`config.mk`:
```
export PLATFORM = sky130hd
export DESIGN_NAME = block_mem
export DESIGN_NICKNAME = d
export VERILOG_FILES = /design/src/rtl/block_mem.sv
export SDC_FILE = /design/constraint.sdc
export NUM_CORES = 2
export LEC_CHECK = 0
export CORE_MARGIN = 2
export CORE_UTILIZATION = 35
export CTS_CLUSTER_DIAMETER = 40
export CTS_CLUSTER_SIZE = 40
export DETAILED_ROUTE_END_ITERATION = 12
export HOLD_SLACK_MARGIN = 0.1
export PLACE_DENSITY = 0.6
export SLEW_MARGIN = 20
export SYNTH_ARGS = -nofsm -noshare
export SYNTH_HDL_FRONTEND = slang
export SYNTH_SLANG_ARGS = --single-unit
export TNS_END_PERCENT = 1
```
`constraint.sdc`:
```
create_clock -name clk -period 10.8 [get_ports clk]
set_clock_uncertainty 0.1 [all_clocks]
set_input_delay 3.24 -clock clk [delete_from_list [all_inputs] [get_ports clk]]
set_output_delay 3.24 -clock clk [all_outputs]
set_load 0.01 [all_outputs]
```
`src/rtl/block_mem.sv`:
```
// Block memory with a fixed multi-cycle access latency and a power-up clear sweep.
// Requests are accepted in IDLE, serviced after LATENCY edges, then acknowledged by a one-cycle DONE.
module block_mem #(
  parameter int unsigned LATENCY = 100,
  parameter int unsigned DEPTH   = 128
) (
  input  logic        clk,
  input  logic        rst,
  input  logic        read,
  input  logic        write,
  input  logic [6:0]  address,
  input  logic [15:0] write_data,
  output logic [15:0] read_data,
  output logic        busy_wait
);

  localparam int unsigned AW = 7;
  localparam int unsigned DW = 16;
  localparam int unsigned CW = 8;

  typedef enum logic [1:0] {
    CLEAR  = 2'd0,
    IDLE   = 2'd1,
    ACCESS = 2'd2,
    DONE   = 2'd3
  } state_t;

  state_t         r_state;
  state_t         w_next_state;
  logic [AW-1:0]  r_clr_idx;
  logic [CW-1:0]  r_cnt;
  logic           r_op_wr;
  logic [AW-1:0]  r_addr;
  logic [DW-1:0]  r_wdata;
  logic [DW-1:0]  r_read_data;
  logic [DW-1:0]  r_mem [DEPTH];

  logic           w_req;
  logic           w_clr_last;
  logic           w_cnt_zero;
  logic           w_busy;
  logic           w_latch;
  logic           w_mem_we;
  logic [AW-1:0]  w_mem_addr;
  logic [DW-1:0]  w_mem_wdata;
  logic           w_rd_load;

  // Only an unambiguous request (exactly one of read/write) counts.
  assign w_req      = read ^ write;
  assign w_clr_last = (r_clr_idx == AW'(DEPTH - 1));
  assign w_cnt_zero = (r_cnt == '0);

  always_ff @(posedge clk or negedge rst) begin
    if (!rst) r_state <= CLEAR;
    else      r_state <= w_next_state;
  end

  always_comb begin
    w_next_state = r_state;
    case (r_state)
      CLEAR:   if (w_clr_last) w_next_state = IDLE;
      IDLE:    if (w_req)      w_next_state = ACCESS;
      ACCESS:  if (w_cnt_zero) w_next_state = DONE;
      DONE:                    w_next_state = IDLE;
      default:                 w_next_state = CLEAR;
    endcase
  end

  always_comb begin
    w_busy      = 1'b0;
    w_latch     = 1'b0;
    w_mem_we    = 1'b0;
    w_mem_addr  = r_addr;
    w_mem_wdata = r_wdata;
    w_rd_load   = 1'b0;
    case (r_state)
      CLEAR: begin
        w_busy      = 1'b1;
        w_mem_we    = 1'b1;
        w_mem_addr  = r_clr_idx;
        w_mem_wdata = '0;
      end
      IDLE: begin
        w_busy  = w_req;
        w_latch = w_req;
      end
      ACCESS: begin
        w_busy    = 1'b1;
        w_mem_we  = w_cnt_zero & r_op_wr;
        w_rd_load = w_cnt_zero & ~r_op_wr;
      end
      default: ;
    endcase
  end

  // Request capture and latency countdown; inputs are ignored once latched.
  always_ff @(posedge clk or negedge rst) begin
    if (!rst) begin
      r_clr_idx   <= '0;
      r_cnt       <= '0;
      r_op_wr     <= 1'b0;
      r_addr      <= '0;
      r_wdata     <= '0;
      r_read_data <= '0;
    end else begin
      if (r_state == CLEAR) r_clr_idx <= r_clr_idx + AW'(1);
      if (w_latch) begin
        r_cnt   <= CW'(LATENCY - 1);
        r_op_wr <= write;
        r_addr  <= address;
        r_wdata <= write_data;
      end else if (r_state == ACCESS && !w_cnt_zero) begin
        r_cnt <= r_cnt - CW'(1);
      end
      if (w_rd_load) r_read_data <= r_mem[r_addr];
    end
  end

  always_ff @(posedge clk) begin
    if (w_mem_we) r_mem[w_mem_addr] <= w_mem_wdata;
  end

  assign read_data = r_read_data;
  assign busy_wait = w_busy;

endmodule

```
=== Word-level counts from Yosys, hierarchy flattened ===
Memories as Yosys holds them, arrays and structs flattened. A register that Yosys moved wholly into a read port is not among the register bits.
Cells that the tools add are included.
W data, S select, Z words.

* Add/sub/neg operators: 2
* Equal/unequal tests: 7
* Muxes and demuxes: 14
* Bitwise gates (word level): 4
* Reduce and logical (&&, ||, !) cells: 8

{| class="wikitable"
|+ Operators with widths
! cell !! number
|-
| $mux W16 || 1
|-
| $mux W8 || 2
|-
| $logic_not A8 Y1 || 1
|-
| $pmux W2 S4 || 1
|-
| $sub A8 B1 Y8 const B || 1
|-
| $add A7 B1 Y7 const B || 1
|-
| $eq A7 B7 Y1 const B || 1
|-
| $mux W7 || 1
|-
| $mux W2 || 3
|-
| $ne A2 B2 Y1 const B || 3
|-
| $eq A2 B2 Y1 const B || 2
|-
| $mux W1 || 4
|-
| $pmux W1 S2 || 2
|-
| $reduce_and A3 Y1 || 1
|-
| $and A1 B1 Y1 || 2
|-
| $eq A2 B1 Y1 const B || 1
|-
| $logic_not A1 Y1 || 2
|-
| $logic_not A2 Y1 || 1
|-
| $reduce_bool A2 Y1 || 1
|-
| $reduce_or A2 Y1 || 1
|-
| $logic_and A1 B1 Y1 || 1
|-
| $not A1 Y1 || 1
|-
| $xor A1 B1 Y1 || 1
|}

* Register bits after elaboration: 41
* Memory bits (writable): 2,048
* Input port bits: 27
* Output and inout port bits: 17
* Word-level logic and storage cells: 42
* Memories kept: 1

{| class="wikitable"
|+ Memory list
! memory !! depth !! width !! read ports !! clocked after memory_dff !! write ports !! RTL line !! RTL
|-
| r_mem || 128 || 16 || 1 || 1 || 1 || 36 || <nowiki>logic [DW-1:0] r_mem [DEPTH];</nowiki>
|}

=== Longest topological paths before layout ===
* Depth after elaboration: 5
* Gate-level depth with buffers: 12
* Depth with buffers taken out: 8

=== Least setup slack after synthesis ===
No wires, ideal clock.

* Path kind: input -> output
* From: in write
* To: out busy_wait
* Arrival time: 3,976 ps
* Path slack: 3,484 ps
* Stages on the path: 4
* Path buffers: 1
* Cells stage by stage: xor2_1 nand2_1 clkbuf_1 a21oi_1

* Cells in the longest elaborated chain, start to end: 2

{| class="wikitable"
|+ Ends and longest elaborated chain
! what !! RTL line !! RTL
|-
| start: declaration || 10 || <nowiki>input logic write,</nowiki>
|-
| $xor A1 B1 Y1 || 49 || <nowiki>assign w_req = read ^ write;</nowiki>
|-
| $pmux W1 S2 || 76 || <nowiki>case (r_state)</nowiki>
|-
| end: declaration || 14 || <nowiki>output logic busy_wait</nowiki>
|}

Every way passes these cells.

=== Worst setup path in the final report ===
* From: in read
* To: out busy_wait

* Cells in the longest elaborated chain, start to end: 2

{| class="wikitable"
|+ Ends and longest elaborated chain
! what !! RTL line !! RTL
|-
| start: declaration || 9 || <nowiki>input logic read,</nowiki>
|-
| $xor A1 B1 Y1 || 49 ||
|-
| $pmux W1 S2 || 76 ||
|}

Every way passes these cells.

==> qor.csv <==
metric;value;unit
status;finished clean;
rsz0062_at_grt;false;
track_usage;18.0;%
io_pins;44;
critical_path_class;input pin to output port;
synth-compound-area-share;3.66;%
start_util;35.2;%
htree_levels;5;
irDropWorstVdd;0.214;mV
postSynthCellCount;4090;
cts_resized;0;
gr-total-overflow;0;
synth_ff_type;edfxtp_1;
viasPerCell;5.49;
cts_tree;built;
worstPathMaxFanout;23;
r2r_setup_slack;5.50;ns
cpMostUsedCell;clkdlybuf4s50_1;
hold_viol_final;0;
synthSimpleGateAreaFrac;3.21;%
syn_nets;4125;
grt_first_pass_wirelength;308;mm
critPathArrivalTime;5.40;ns
die_area;0.237;sq mm
critPathTopFamily;buffers and inverters;
ys_async_sr_fraction;2.71;%
ctsHoldBuffers;0;
synth.distinct_cells;64;
muxShareOfSynthArea;14.0;%
postCtsSetupRepairBufs;0;
required;7.46;ns
pre_cts_ws;2.09;ns
crit_path_max_incr_delay;0.57;ns
drt_iter0_markers;4886;
setup_tns;0;ns
postRouteAntennaNets;0;
port_buffers;43;
drive_gt1_share;23.6;%
fp.dieH;487;um
vias;42100;
synth_top_area_cell;edfxtp_1;
min_period;8.74;ns
crit_buf_inv;2;
gr-usage-met3;3.46;%
max_slew_margin;23.0;%
cp-end-kind;output port;
start_kind;input pin;
wl;216;mm
synth_seq_cells;2105;
utilization;41.3;%
ys_seq_area_share;77.0;%
syn_area_per_cell;20.0;sq um
worst_pin_slew;1.15;ns
drv_slew;0;
cts.clk_slew.worst_paths;0.06;ns
grt_busiest_layer;met2;
drcViolationCount;0;
yosysWarnings;0;
avgRoutedWirePerCell;28.2;um
ctsRootBufferMaster;clkbuf_16;
synth_xor_area_share;0.139;%
finalSetupViolations;0;
drv_cap;0;
power_density;283;mW/mm^2
clock_sink_count;2105;
synth_area;0.0817;sq mm
final_nets;4442;
area_delta_synth_final;17.3;%
fmax;0.114;GHz
min_path_type;flip-flop to flip-flop;
clock_latency;0.93;ns
cts_buffers;284;
core;0.232;sq mm
num_rows;177;
place_congestion;0.821;
post-route-period-util;80.9;%
cp_cell_sequence;clkdlybuf4s50_1 -> xor2_1 -> nand2_1 -> a21oi_1 -> clkdlybuf4s50_1;
synth_fa_ha_area_share;0.123;%
netlist_top_cells_area;edfxtp_1, mux4_2, mux2i_1, dfrtp_1, nand2_1;
antenna_found_initial;6;
power;27.2;mW
die_w;487;um
met2_usage;28.1;%
synth_edf_count;2048;
use_met1;25.1;%
grt_max_degree;101;
yosysTopAreaCellShare;75.3;%
hpwl;125;mm
cp_slowest_cell;clkdlybuf4s50_1;
cts.path.max_buffers;4;
p_leak;31.1;nW
synth_top_family_by_area;multiplexers;
dr.pass1.iters;8;
worst_slack;2.06;ns
grt_pass1_vias;41900;
## worst reg2reg max path: cells and delay by family (launching register included)
family	cells	cell delay (ns)
flip-flops	1	0.83
multiplexers	1	0.32
AO/OA/AOI/OAI	4	1.45
buffers and inverters	3	2.51
## Yosys cell counts (4+ instances only)
cell type / n
edfxtp_1: 2048
mux4_2: 359
mux2i_1: 321
nand2_1: 272
nor2_1: 180
o22ai_1: 118
clkbuf_1: 88
buf_2: 66
dfrtp_1: 57
o21ai_0: 49
a21oi_1: 39
a22oi_1: 36
nand3_1: 33
a221oi_1: 32
buf_6: 32
o31ai_1: 32
nor3_1: 30
buf_4: 29
o221ai_1: 24
nor2b_1: 21
a31oi_1: 19
and3_1: 17
or3_1: 16
a221o_1: 15
inv_1: 11
nand2b_1: 11
o2111ai_1: 10
buf_1: 8
ha_1: 8
o32ai_1: 7
xnor2_1: 7
a211oi_1: 6
buf_12: 6
o311ai_1: 6
xor2_1: 6
a32o_1: 5
a41o_1: 5
and2_1: 5
mux4_1: 5
nand3b_1: 5
nand4_1: 5
o41ai_1: 5
or2_2: 4
## area by class of cell
type                    instances  area, sq um
diodes                          2         5.00
fillers                     20100       136000
clock inverters               176         2050
inverters                      13         50.0
well taps                    3043         3810
clock buffers                 313         7350
multi-input cells            1740        17500
flip-flops and latches       2105        62900
repair buffers                263         2140
## cell usage in the layout, fill, tap and decap left out, drive strengths merged, types with 24 or more instances in the layout
cell and instances:
nor3 31, edfxtp 2048, dfrtp 57, clkbuf 313, buf 221, o31ai 32, o21ai 52, clkdlybuf4s50 42
a221oi 32, mux4 364, nand2 272, o22ai 118, nand3 33, o221ai 24, clkinv 79, inv 62
a22oi 36, nor2 181, mux2i 321, bufinv 29, a21oi 39
## path summary, 6_finish.rpt
kind                              from            end  depth (start not counted)
min reg2reg                r_wdata[10]    r_wdata[10]                          2
max in group asynchronous          rst      r_addr[2]                          1
max reg2reg                  r_addr[1]  read_data[14]                          8
min in group asynchronous          rst     r_wdata[3]                          1
min                        r_wdata[10]    r_wdata[10]                          2
max                               read      busy_wait                          5
## cell families (layout without fill, tap and decap cells)
kind of cell,after synthesis,in the layout
flip-flops,2105,2105
multiplexers,686,686
AND/OR/NAND/NOR,609,609
AO/OA/AOI/OAI,424,424
buffers and inverters,245,765
XOR/XNOR,13,13
adder cells (fa/ha/maj),8,8
other,0,2
## flip-flops by register name, summed over array words and instances, names as in the netlist
register,count
r_wdata,16
r_clr_idx,7
r_cnt,8
r_mem,2048
r_state,2
r_op_wr,1
read_data,16
r_addr,7
## through the flow
stage          area [sq um]  hold slack, ns  cells
2_1_floorplan         81700           0.338   4090
3_3_place_gp          86300           0.377   7161
3_5_place_dp          86400           0.373   7162
4_1_cts               95800           0.392   7651
5_1_grt               95800           0.417   7654
6_report              95800           0.387   7655
## per-layer routing
| layer | routed length [um] | up-vias |
|---|---|---|
| met5 | 13 | - |
| met4 | 6890 | 2 |
| met3 | 16300 | 322 |
| met2 | 102000 | 1726 |
| met1 | 91200 | 22500 |
| li1 | - | 17500 |
## power by group
group / leakage [nW] / internal [mW] / switching (mW)
combinational: 7.11 / 2.29 / 5.06
clock: 4.56 / 5.69 / 3.60
sequential: 19.4 / 10.3 / 0.194
No activity file was read; power rests on OpenSTA's default activity.
